[config.mk]
export PLATFORM = sky130hd
export DESIGN_NAME = fifo_rd_framer
export DESIGN_NICKNAME = d
export VERILOG_FILES = /design/src/rtl/fifo_rd_framer.sv
export SDC_FILE = /design/constraint.sdc
export NUM_CORES = 1
export LEC_CHECK = 0
export ABC_CLOCK_PERIOD_IN_PS = 2300
export CORE_MARGIN = 10
export CORE_UTILIZATION = 48
export CTS_BUF_LIST = sky130_fd_sc_hd__clkbuf_4
export DETAILED_ROUTE_END_ITERATION = 8
export HOLD_SLACK_MARGIN = 0.03
export PLACE_DENSITY = 0.78
export SETUP_SLACK_MARGIN = 0.5
export SYNTH_ARGS = -nofsm -noshare
export SYNTH_HDL_FRONTEND = slang
export SYNTH_SLANG_ARGS = --single-unit
[constraint.sdc]
create_clock -name clk -period 2.3 [get_ports clk]
set_clock_uncertainty 0.1 [all_clocks]
set_input_delay 0.23 -clock clk [delete_from_list [all_inputs] [get_ports clk]]
set_output_delay 0.23 -clock clk [all_outputs]
set_load 0.02 [all_outputs]
[src/rtl/fifo_rd_framer.sv]
// Drains a synchronous FIFO into a valid/ready stream framed in BURST_LEN beats.
// Optional parity outputs are compiled in with FRAMER_PARITY_EN.
module fifo_rd_framer #(
  parameter int FIFO_WIDTH = 16,
  parameter int BURST_LEN  = 8
) (
  input  logic                  clk,
  input  logic                  rst,
  input  logic                  drain_en,
  input  logic                  fifo_empty,
  input  logic                  fifo_underflow,
  input  logic [FIFO_WIDTH-1:0] fifo_data_out,
  output logic                  fifo_rd_en,
  output logic                  out_valid,
  input  logic                  out_ready,
  output logic [FIFO_WIDTH-1:0] out_data,
  output logic                  out_last,
  output logic [7:0]            frame_cnt,
  output logic                  busy,
  output logic                  err_underflow
`ifdef FRAMER_PARITY_EN
  ,
  output logic                  out_parity,
  output logic                  err_parity_seq
`endif
);

  localparam logic [1:0] IDLE   = 2'd0;
  localparam logic [1:0] ACTIVE = 2'd1;
  localparam logic [1:0] FINISH = 2'd2;
  localparam logic [7:0] LAST_IDX = 8'(BURST_LEN - 1);

  logic [1:0] state_reg, state_next;
  logic [7:0] issued_reg, issued_next;
  logic [7:0] beat_reg, beat_next;
  logic [7:0] frame_cnt_reg, frame_cnt_next;
  logic [1:0] occ_reg, occ_next;
  logic       inflight_reg;
  logic       wr_ptr_reg;
  logic       rd_ptr_reg;
  logic       err_underflow_reg;

  logic                  pop;
  logic                  last_pop;
  logic                  frame_start;
  logic [1:0]            occ_after_pop;
  logic [FIFO_WIDTH-1:0] head_data;

  // Two-entry ring; each slot is written only when its index matches wr_ptr.
  genvar gi;
  generate
    for (gi = 0; gi < 2; gi++) begin : g_entry
      logic [FIFO_WIDTH-1:0] data_reg;
`ifdef FRAMER_PARITY_EN
      logic                  par_reg;
`endif
      always_ff @(posedge clk) begin
        if (inflight_reg && (wr_ptr_reg == 1'(gi))) begin
          data_reg <= fifo_data_out;
`ifdef FRAMER_PARITY_EN
          par_reg  <= ^fifo_data_out;
`endif
        end
      end
    end
  endgenerate

  assign head_data = rd_ptr_reg ? g_entry[1].data_reg : g_entry[0].data_reg;

  assign out_valid = (occ_reg != 2'd0);
  assign out_data  = out_valid ? head_data : '0;
  assign out_last  = out_valid && (beat_reg == LAST_IDX);
  assign pop       = out_valid && out_ready;
  assign last_pop  = pop && out_last;

  // The slot freed by a same-cycle pop counts as free, which lets a read be
  // issued every cycle while the consumer keeps up.
  assign occ_after_pop = occ_reg - {1'b0, pop};

  assign fifo_rd_en = !fifo_empty
                   && (state_reg == ACTIVE)
                   && ((occ_after_pop + {1'b0, inflight_reg}) < 2'd2)
                   && (issued_reg <= LAST_IDX);

  assign occ_next = occ_after_pop + {1'b0, inflight_reg};

  always_comb begin
    state_next  = state_reg;
    issued_next = issued_reg;
    frame_start = 1'b0;
    case (state_reg)
      IDLE: begin
        if (drain_en && !fifo_empty) begin
          state_next  = ACTIVE;
          frame_start = 1'b1;
        end
      end
      ACTIVE: begin
        if (fifo_rd_en && (issued_reg == LAST_IDX)) begin
          state_next = FINISH;
        end
      end
      FINISH: begin
        if (last_pop) begin
          if (drain_en && !fifo_empty) begin
            state_next  = ACTIVE;
            frame_start = 1'b1;
          end else begin
            state_next = IDLE;
          end
        end
      end
      default: state_next = IDLE;
    endcase
    if (frame_start) begin
      issued_next = 8'd0;
    end else if (fifo_rd_en) begin
      issued_next = issued_reg + 8'd1;
    end
  end

  always_comb begin
    beat_next      = beat_reg;
    frame_cnt_next = frame_cnt_reg;
    if (pop) begin
      if (out_last) begin
        beat_next      = 8'd0;
        frame_cnt_next = frame_cnt_reg + 8'd1;
      end else begin
        beat_next = beat_reg + 8'd1;
      end
    end
  end

  always_ff @(posedge clk) begin
    if (rst) begin
      state_reg         <= IDLE;
      issued_reg        <= 8'd0;
      beat_reg          <= 8'd0;
      frame_cnt_reg     <= 8'd0;
      occ_reg           <= 2'd0;
      inflight_reg      <= 1'b0;
      wr_ptr_reg        <= 1'b0;
      rd_ptr_reg        <= 1'b0;
      err_underflow_reg <= 1'b0;
    end else begin
      state_reg         <= state_next;
      issued_reg        <= issued_next;
      beat_reg          <= beat_next;
      frame_cnt_reg     <= frame_cnt_next;
      occ_reg           <= occ_next;
      inflight_reg      <= fifo_rd_en;
      wr_ptr_reg        <= wr_ptr_reg ^ inflight_reg;
      rd_ptr_reg        <= rd_ptr_reg ^ pop;
      err_underflow_reg <= err_underflow_reg | fifo_underflow;
    end
  end

  assign frame_cnt     = frame_cnt_reg;
  assign err_underflow = err_underflow_reg;
  assign busy          = (state_reg != IDLE) || (occ_reg != 2'd0) || inflight_reg;

`ifdef FRAMER_PARITY_EN
  logic head_par;
  logic par_acc_reg;
  logic err_parity_seq_reg;

  assign head_par   = rd_ptr_reg ? g_entry[1].par_reg : g_entry[0].par_reg;
  assign out_parity = out_valid && head_par;

  // Running XOR of beat parities within the current frame.
  always_ff @(posedge clk) begin
    if (rst) begin
      par_acc_reg        <= 1'b0;
      err_parity_seq_reg <= 1'b0;
    end else if (pop) begin
      if (out_last) begin
        par_acc_reg <= 1'b0;
        if (frame_cnt_reg[0] != (par_acc_reg ^ out_parity)) begin
          err_parity_seq_reg <= 1'b1;
        end
      end else begin
        par_acc_reg <= par_acc_reg ^ out_parity;
      end
    end
  end

  assign err_parity_seq = err_parity_seq_reg;
`endif

endmodule
==> flow_metrics.tcl <==
set metrics [dict create \
    finalCriticalPeriod_ns 2.42 \
    finalSetupViolCount 1 \
    grt_first_pass_wirelength_mm 10.6 \
    grt_antenna_before_repair 0 \
    die_y_um 93.8 \
    clkLatencyLatePin_ns 0.39 \
    finalSetupTns_ns -0.119 \
    synth-xor-area-share_pct 4.60 \
    cts.sinks 64 \
    hold_violations 0 \
    reg2reg_depth 10 \
    htreeDepth 3 \
    grt_overflow_total 0 \
    design.die.area_um2 8790 \
    post_drt_via_cell_ratio 5.34 \
    synthCells 219 \
    drive_gt1_share_pct 40.6 \
    violations "setup timing" \
    start_kind "flop" \
    clkTransAtPathRegs_ns 0.10 \
    fmax_ghz 0.413 \
    numCtsBuffers 9 \
    hold_depth 1 \
    dr.pass1.iters 4 \
    ir_drop_v 0.000629 \
    total_power_uw 4530 \
    slew_violations 0 \
    synth_area_per_cell_um2 11.9 \
    ant_nets 0 \
    mostFrequentLayoutCells "37 x buf_4, 32 x edfxtp_1, 26 x dfxtp_1" \
    rsz0062_at_grt "true" \
    hpwlAfterDp_mm 4.02 \
    multiInputGateArea_um2 1260 \
    worstPathRequired_ns 1.97 \
    worstSetupPathType "reg -> out" \
    vias 2110 \
    outcome "complete, but fails checks" \
    cts_root_buf "clkbuf_4" \
    ys_async_sr_fraction_pct 0 \
    grt_use_total_pct 15.6 \
    r2r_slack_ns 0.01 \
    ys_warn_count 0 \
    yosys.area_share.simple_pct 17.7 \
    synth_compound_area_share_pct 4.94 \
    worst_setup_path_end_kind "primary output" \
    area_growth_pct 55.2 \
    ys_ff_latch 64 \
    synth_top_family_by_area "simple AND/OR/NAND/NOR gates" \
    hold_end "g_entry[1].data_reg[4]" \
    drc_errors 0 \
    num_io_pins 51 \
    dp_slack_ns -0.553 \
    powerDensity_nw_per_um2 1120 \
    antenna_cells 0 \
    critPathMaxFanout 2 \
    dieWidth_um 93.8 \
    ys_seq_area_share_pct 61.3 \
    r2r_end "frame_cnt[6]" \
    layout.nets 349 \
    start_util_pct 50.2 \
    synth.area.mux_share_pct 6.52 \
    dp_cells 353 \
    arrival_ns 2.09 \
    grt_start_max_net_pins 18 \
    cap_viol_max_count 0 \
    largest_reg_flops 32 \
    grt_pass1_vias 2203 \
    synth_cell_types 36 \
    leakage_uw 0.00154 \
    synthAdderAreaFrac_pct 3.35 \
    gp_congestion 0.839 \
    port_buffers 50 \
    r2r-start "occ_reg[0]" \
    hold_start "fifo_data_out[4]" \
    tightest_slew_ns 0.317 \
    cts_hold_buf 0 \
    final.setup.worst_slack_ns -0.119 \
    drtIter0Drc 110 \
    routed_wl_mm 7.30 \
    syn-num-nets 248 \
    cts_tree "done" \
    coreArea_um2 5200 \
    min_path_type "in -> reg" \
    synthFlopType "edfxtp_1" \
    timing.final.crit_share_pct 105 \
    routedWlPerCell_um 18.5 \
    maxSlewHeadroom_pct 78.3 \
    seq_area_um2 1610 \
    nFillCells 303 \
    synth-edff-count 32 \
    synth_area_um2 2610 \
    layout.cells.non_filler 395 \
    clockBufferDepth 2 \
    rows 26 \
    layout_commonest_cell "buf_4" \
]
[power breakdown]
part	leakage (uW)	switching [uW]	internal, uW
sequential	0.000550	48.0	1260
clock	0.0000703	374	328
combinational	0.000918	1170	1350
[critical path: stages (launching register included)]
cell and delay (ns):
dfxtp_2 0.35, o21ai_4 0.17, inv_2 0.07, ha_4 0.27, inv_2 0.04, ha_4 0.15, xor3_2 0.26, nor4_4 0.19
buf_4 0.19
[timing repair]
item / in CTS / in global routing
pin swaps: 19 / 19
setup endpoints to repair: 38 / 52
resized for setup: 148 / 46
gates cloned: 2 / 0
buffers inserted: 18 / 6
[worst max path at each step]
stage	slack, ns	cells past startpoint	end	start
after global placement	-0.51	9	fifo_rd_en	out_ready
after floorplan	-0.07	9	issued_reg[1]	occ_reg[0]
final	-0.12	8	fifo_rd_en	occ_reg[0]
after CTS	-0.17	8	fifo_rd_en	occ_reg[0]
after global routing	-0.18	8	fifo_rd_en	occ_reg[0]
after detailed placement	-0.55	9	fifo_rd_en	out_ready
[kinds of logic (layout without fill, tap and decap cells)]
group,after synthesis,in the layout
mux,17,17
simple gates,87,87
buf+inv,11,117
flops,64,64
fa+ha+maj,7,7
compound gates,21,21
xor+xnor,12,12
[metrics by stage]
| step | util (%) | hold WS [ns] | cell area (um2) |
|---|---|---|---|
| global route | 77.8 | 0.292 | 4050 |
| finish | 77.8 | 0.312 | 4050 |
| CTS | 73.8 | 0.291 | 3840 |
| floorplan | - | 0.229 | 2660 |
| global placement | 64.8 | 0.335 | 3370 |
| detailed placement | 64.8 | 0.339 | 3370 |
[synth_stat cells, drive strengths merged, types with 6 or more instances]
cell type  number  area share [%]
nand3           6             1.2
xnor2           7             2.3
nand2          10             1.4
inv             6            0.86
a21oi           9             1.7
mux2i          17             6.5
nor2           36             5.2
edfxtp         32              37
dfxtp          32              25
ha              7             3.4
[area by class of cell]
| class | instances | share of cell area, % |
|---|---|---|
| clock buffer | 10 | 1.85 |
| sequential | 64 | 39.8 |
| multi-input combinational | 144 | 31.1 |
| clock inverter | 6 | 1.24 |
| tap | 70 | 2.16 |
| timing repair buffer | 95 | 23.3 |
| inverter | 6 | 0.618 |
[metal layers]
layer	track usage, %	part of all wire [%]
met2	28.5	54
met4	8.73	4.4
met1	15.7	38
met3	3.84	4.1
met5	0	0
(Power assumes the default switching activity.)
